--- config.mk ---
export PLATFORM = sky130hd
export DESIGN_NAME = sm83_prefetch
export DESIGN_NICKNAME = d
export VERILOG_FILES = /design/src/rtl/sm83_prefetch.sv
export SDC_FILE = /design/constraint.sdc
export NUM_CORES = 1
export LEC_CHECK = 0
export CAP_MARGIN = 30
export CORE_MARGIN = 4
export CORE_UTILIZATION = 41
export CTS_CLUSTER_SIZE = 25
export DETAILED_ROUTE_END_ITERATION = 12
export HOLD_SLACK_MARGIN = 0.06
export PLACE_DENSITY = 0.55
export SLEW_MARGIN = 10
export SYNTH_ARGS = -nofsm -noshare
export SYNTH_HDL_FRONTEND = slang
export SYNTH_SLANG_ARGS = --single-unit
--- constraint.sdc ---
create_clock -name clk -period 16.08 [get_ports clk]
set_clock_uncertainty 0.2 [all_clocks]
set_input_delay 4.824 -clock clk [delete_from_list [all_inputs] [get_ports clk]]
set_output_delay 4.824 -clock clk [all_outputs]
set_load 0.005 [all_outputs]
--- src/rtl/sm83_prefetch.sv ---
// sm83 instruction-byte prefetch FIFO with PC redirect and memory-write snooping.
// Optional: define SM83_PREFETCH_PC_TAG_EN to expose the head entry's pc on out_pc.
module sm83_prefetch #(
  parameter int unsigned DEPTH    = 4,
  parameter logic [15:0] RESET_PC = 16'h0000
) (
  input  logic        clk,
  input  logic        rst,
  output logic [15:0] mem_r_addr,
  input  logic [7:0]  mem_r_data,
  input  logic        redirect_valid,
  input  logic [15:0] redirect_pc,
  input  logic        snoop_wen,
  input  logic [15:0] snoop_addr,
  output logic        out_valid,
  output logic [7:0]  out_data,
`ifdef SM83_PREFETCH_PC_TAG_EN
  output logic [15:0] out_pc,
`endif
  input  logic        out_ready
);
  localparam int unsigned AW = $clog2(DEPTH);
  localparam int unsigned CW = AW + 1;

  logic [7:0]    byte_q [DEPTH];
  logic [15:0]   pc_q   [DEPTH];
  logic [AW-1:0] head;
  logic [AW-1:0] tail;
  logic [CW-1:0] count;
  logic [15:0]   fetch_pc;

  logic          pop;
  logic          push;
  logic          full;
  logic          hit;
  logic [AW-1:0] hit_off;
  logic [15:0]   hit_pc;
  logic          snoop_block;

  assign mem_r_addr = fetch_pc;
  assign out_valid  = (count != '0);
  assign out_data   = byte_q[head];
  assign full       = (count == CW'(DEPTH));
  assign pop        = out_valid && out_ready;

  // Oldest surviving entry matching the write; a head being popped this cycle already read the old value.
  always_comb begin
    hit     = 1'b0;
    hit_off = '0;
    hit_pc  = '0;
    for (int i = 0; i < int'(DEPTH); i++) begin
      if (!hit && (CW'(i) < count) && !(pop && (i == 0)) &&
          (pc_q[head + AW'(i)] == snoop_addr)) begin
        hit     = 1'b1;
        hit_off = AW'(i);
        hit_pc  = pc_q[head + AW'(i)];
      end
    end
  end

  assign snoop_block = snoop_wen && (hit || (snoop_addr == fetch_pc));
  assign push        = !redirect_valid && !snoop_block && (!full || pop);

  always_ff @(posedge clk) begin
    if (rst) begin
      head     <= '0;
      tail     <= '0;
      count    <= '0;
      fetch_pc <= RESET_PC;
      for (int i = 0; i < int'(DEPTH); i++) begin
        byte_q[i] <= '0;
        pc_q[i]   <= '0;
      end
    end else if (redirect_valid) begin
      tail     <= head;
      count    <= '0;
      fetch_pc <= redirect_pc;
    end else if (snoop_wen && hit) begin
      // Drop the hit entry and everything younger; refetch from the hit pc.
      tail     <= head + hit_off;
      count    <= CW'(hit_off) - CW'(pop);
      fetch_pc <= hit_pc;
      if (pop) head <= head + 1'b1;
    end else begin
      if (push) begin
        byte_q[tail] <= mem_r_data;
        pc_q[tail]   <= fetch_pc;
        tail         <= tail + 1'b1;
        fetch_pc     <= fetch_pc + 16'd1;
      end
      if (pop) head <= head + 1'b1;
      count <= count + CW'(push) - CW'(pop);
    end
  end

`ifdef SM83_PREFETCH_PC_TAG_EN
  logic [15:0] last_pc;

  always_ff @(posedge clk) begin
    if (rst)            last_pc <= RESET_PC;
    else if (out_valid) last_pc <= pc_q[head];
  end

  assign out_pc = out_valid ? pc_q[head] : last_pc;
`endif

endmodule
==> implementation parameters <==
Parameter                              Value

Status
  Outcome ... complete, no violations

Cells and area
  Layout cell share with drive strength beyond 1 ... between 10% and 20%
  Layout net count ... approximately 890
  Top library cells by usage in the layout, fill and taps aside ... edfxtp_1 (96), xnor2_1 (71), clkdlybuf4s50_1 (69), and2_1 (58), mux4_2 (51)
  Count of filler cells inserted in the layout ... about 2000
  Area Growth Syn to Fin ... 16.1%
  Most common cell after layout, fill and taps aside ... edfxtp_1
  Number of inserted diodes ... 0
  Final instance count without filler cells ... ~1100

Worst setup path
  Crit-path leading delay family ... compound AO/OA/AOI/OAI gates
  CP max FO ... 25
  Type of the worst setup path ... in2reg
  Count of buffer and inverter cells on the critical path ... 3
  Reg2Reg Setup Slack ... 9950 ps
  Endpoint of the most critical register-to-register path ... pc_q[2][0]
  Cell at the slowest stage of the critical path ... a41oi_2
  Crit path required time ... between 15000 and 20000 ps
  Endpoint class of the critical path ... register
  Number of cell instances on the worst register-to-register path ... 10
  Delay of the slowest critical-path stage ... 850 ps
  CP Cell Sequence ... clkdlybuf4s50_1 > inv_1 > xnor2_1 > a311o_1 > a2111oi_0 > nand2_1 > a41oi_2 > nor4b_4 > buf_4 > or2_2
  CP arrival ... a little over 9000 ps
  Crit Reg-Reg Startpoint ... head[0]
  Startpoint class of the critical path ... primary input

STA
  Unrepaired setup endpoints after global routing ... false
  Rel. slew slack ... a little over two fifths
  Tmin final ... 9470 ps
  Setup_tns ... 0 ps
  Highest clock frequency the design can meet ... about 110 MHz
  Tcrit/Tclk final ... 58.9%
  Transition time of the tightest slew-check pin ... about 850 ps
  Hold violation total from the final report ... 0
  Final count of negative-setup-slack endpoints ... 0
  Final Max Slew Viols ... 0

Global route
  Total Routing Usage GR ... approximately 25%
  Maximum number of pins on one net before global-route repair ... 57
  Global-route wire length before repair ... 44700 um
  Vias in the first global route ... roughly 7000
  Total congestion overflow after global routing ... 0
  Initial antenna violation count ... 0

Worst hold path
  End of the worst hold path ... pc_q[3][15]
  Type of the worst min-delay path ... reg2reg
  Min-Delay Startpoint ... mem_r_addr[15]
  Hold-critical path depth ... 1

Pwr
  IR drop worst, VDD ... around 0.060 mV
  Reported leakage power ... 3.62 nW
  Pwr Density ... just over 90 mW/mm2
  Total power consumption of the routed design ... ~0.97 mW

Logic synthesis
  Most used flip-flop cell after synthesis ... edfxtp_1
  Sequential fraction of the synthesis area ... 37.7%
  Number of warnings issued by yosys ... 0
  Gate Count Post-Synth ... 814
  Cell taking the most area after synthesis ... edfxtp_1
  Mean post-synth cell area ... approximately 11 um2
  Post-synthesis register bit count ... roughly 120
  Number of distinct standard cells referenced by the synthesized netlist ... between 70 and 80
  Share of synthesized flip-flops with an asynchronous set or reset ... 0%
  Synthesized cell area ... 0.00897 mm2
  Post-Synthesis Net Count ... approximately 870
  Top cells by area in the synthesized netlist ... edfxtp_1 (32%), mux4_2 (13%), xnor2_1 (6.9%)
  Portion of synthesized cell area occupied by the leading cell type ... ~32%
  Number of enable flip-flop cells after synthesis ... 96

CTS
  Number of levels in the clock H-tree ... 4
  CTS tree ... done
  CTS max path bufs ... 2
  Root buf cell ... clkbuf_16
  Cts bufs inserted ... 17
  Clock transition time at the flip-flop clock pins of the worst setup and hold paths ... about 70 ps
  Total setup buffers inserted after CTS ... 0
  Post-cts gate resize count ... 0
  Clock insertion delay at the later pin of the skew report ... 430 ps
  Clock sinks ... between 100 and 150
  Number of buffers inserted by hold repair at cts ... 0

Routing
  Detailed Route WL ... just over 30000 um
  Initial DRC count ... 616
  Count of TritonRoute iterations in the first routing pass ... 5
  Post-detailed-route count of antenna-violating nets ... 0
  Number of vias in the routed layout ... roughly 7000
  Vias per Instance ... 6.10
  Number of remaining DRC errors ... 0
  Per-cell routed wire length ... around 27 um

Die
  # IOs ... 70
  Standard-cell row count ... between 50 and 60
  Floorplan die area ... around 0.024 mm2
  Core box area ... 0.0213 mm2
  Width of the die ... ~160 um
  Initial standard-cell utilization of the core ... between 40% and 50%
  Die height ... 156 um

Placed design
  Instance count after placement with tap cells included ... between 1000 and 1500
  Placed wire-length estimate ... 21100 um
  PortBufs ... between 60 and 70
  Final RePlAce weighted congestion ... roughly 0.92

Flow run
  Max-capacitance violation count ... 0
cell usage after synthesis (2+ instances only):
cell type,instances
buf_1,6
nand2b_1,4
o21a_1,4
xor2_1,25
a2111oi_0,3
o221ai_1,9
clkbuf_1,49
dfxtp_1,25
mux4_1,3
nand2_1,38
mux2_2,10
and3_1,33
nand4_1,15
o21ai_0,13
nor3_1,8
a22oi_1,4
o21ai_1,2
nand3_1,20
a31o_2,2
buf_2,10
a21oi_1,32
xnor2_1,71
nor2_1,39
a31oi_1,6
a311oi_1,4
a21o_1,5
edfxtp_1,96
and2_1,58
o211ai_1,2
o22ai_1,8
o2111ai_1,5
buf_4,5
mux4_2,51
a211oi_1,4
ha_1,8
a311o_1,3
inv_1,19
o2111a_1,3
nor4_1,6
buf_6,8
and2_4,19
or2_2,2
nor4b_2,3
mux2i_1,41
cell families (layout without fill, tap and decap cells):
family,count (synthesis),count (layout),synth area share [%]
compound gates,125,125,9.86
xor+xnor,96,96,9.37
fa+ha+maj,9,9,1.34
buf+inv,100,136,5.34
flops,121,121,37.7
mux,106,106,19.7
simple gates,257,257,16.7
worst max-delay path by stage:
stage	endpoint	start	slack (ps)	cells after the start
after floorplan	byte_q[3][0]	snoop_addr[3]	7090	10
after global placement	byte_q[2][6]	snoop_addr[7]	6490	10
after detailed placement	byte_q[2][6]	snoop_addr[7]	6280	10
after CTS	byte_q[2][4]	snoop_addr[7]	6740	10
after global routing	byte_q[2][4]	snoop_addr[7]	6290	10
final	pc_q[2][0]	snoop_addr[7]	6610	10
routing by layer:
layer  part of all wire (%)  wire (um)  vias to the layer above  global-route usage [%]
met5                      0          0                        -                       0
met4                    3.3       1000                        0                    9.46
met3                    5.7       1710                       52                    4.58
met2                     47      14300                      268                    39.6
met1                     44      13100                     3441                    34.5
li1                       -          -                     3098                       -
layout make-up:
cell class | instances | area, um2 | area share [%]
multi-input combinational | 593 | 5150 | 49.5
sequential | 121 | 3390 | 32.6
timing repair buffer | 84 | 827 | 7.94
clock buffer | 17 | 425 | 4.09
tap | 275 | 344 | 3.31
clock inverter | 15 | 200 | 1.92
inverter | 20 | 75.1 | 0.721
stage by stage:
stage                     hold slack (ps)  instance area, um2  worst slack [ps]  util, %
after CTS                             533               10400              6740     48.9
after global routing                  570               10400              6290     48.9
after global placement                518                9750              6490     45.8
after floorplan                       446                8970              7090        -
final                                 548               10400              6610     48.9
after detailed placement              525                9780              6280     46.0
state kept, by name (all words and copies together) (netlist names), named ones only:
name / count
byte_q: 32
head: 2
count: 3
pc_q: 64
tail: 2
mem_r_addr: 16
report_power, final:
part	internal (mW)	switching, mW	leakage (nW)
Sequential	0.358	0.0243	1.21
Clock	0.250	0.168	0.302
Combinational	0.0794	0.0858	2.11
worst reg2reg max path, stage by stage (launching register included):
cell       delay [ps]
dfxtp_4           680
buf_4             620
mux4_2            620
xnor2_1           170
a311o_1           320
a2111oi_0         600
nand2_1           650
a41oi_2           860
nor4b_4           100
buf_4             270
or2_2             650
Note: power is estimated with default switching activity, not from simulation.
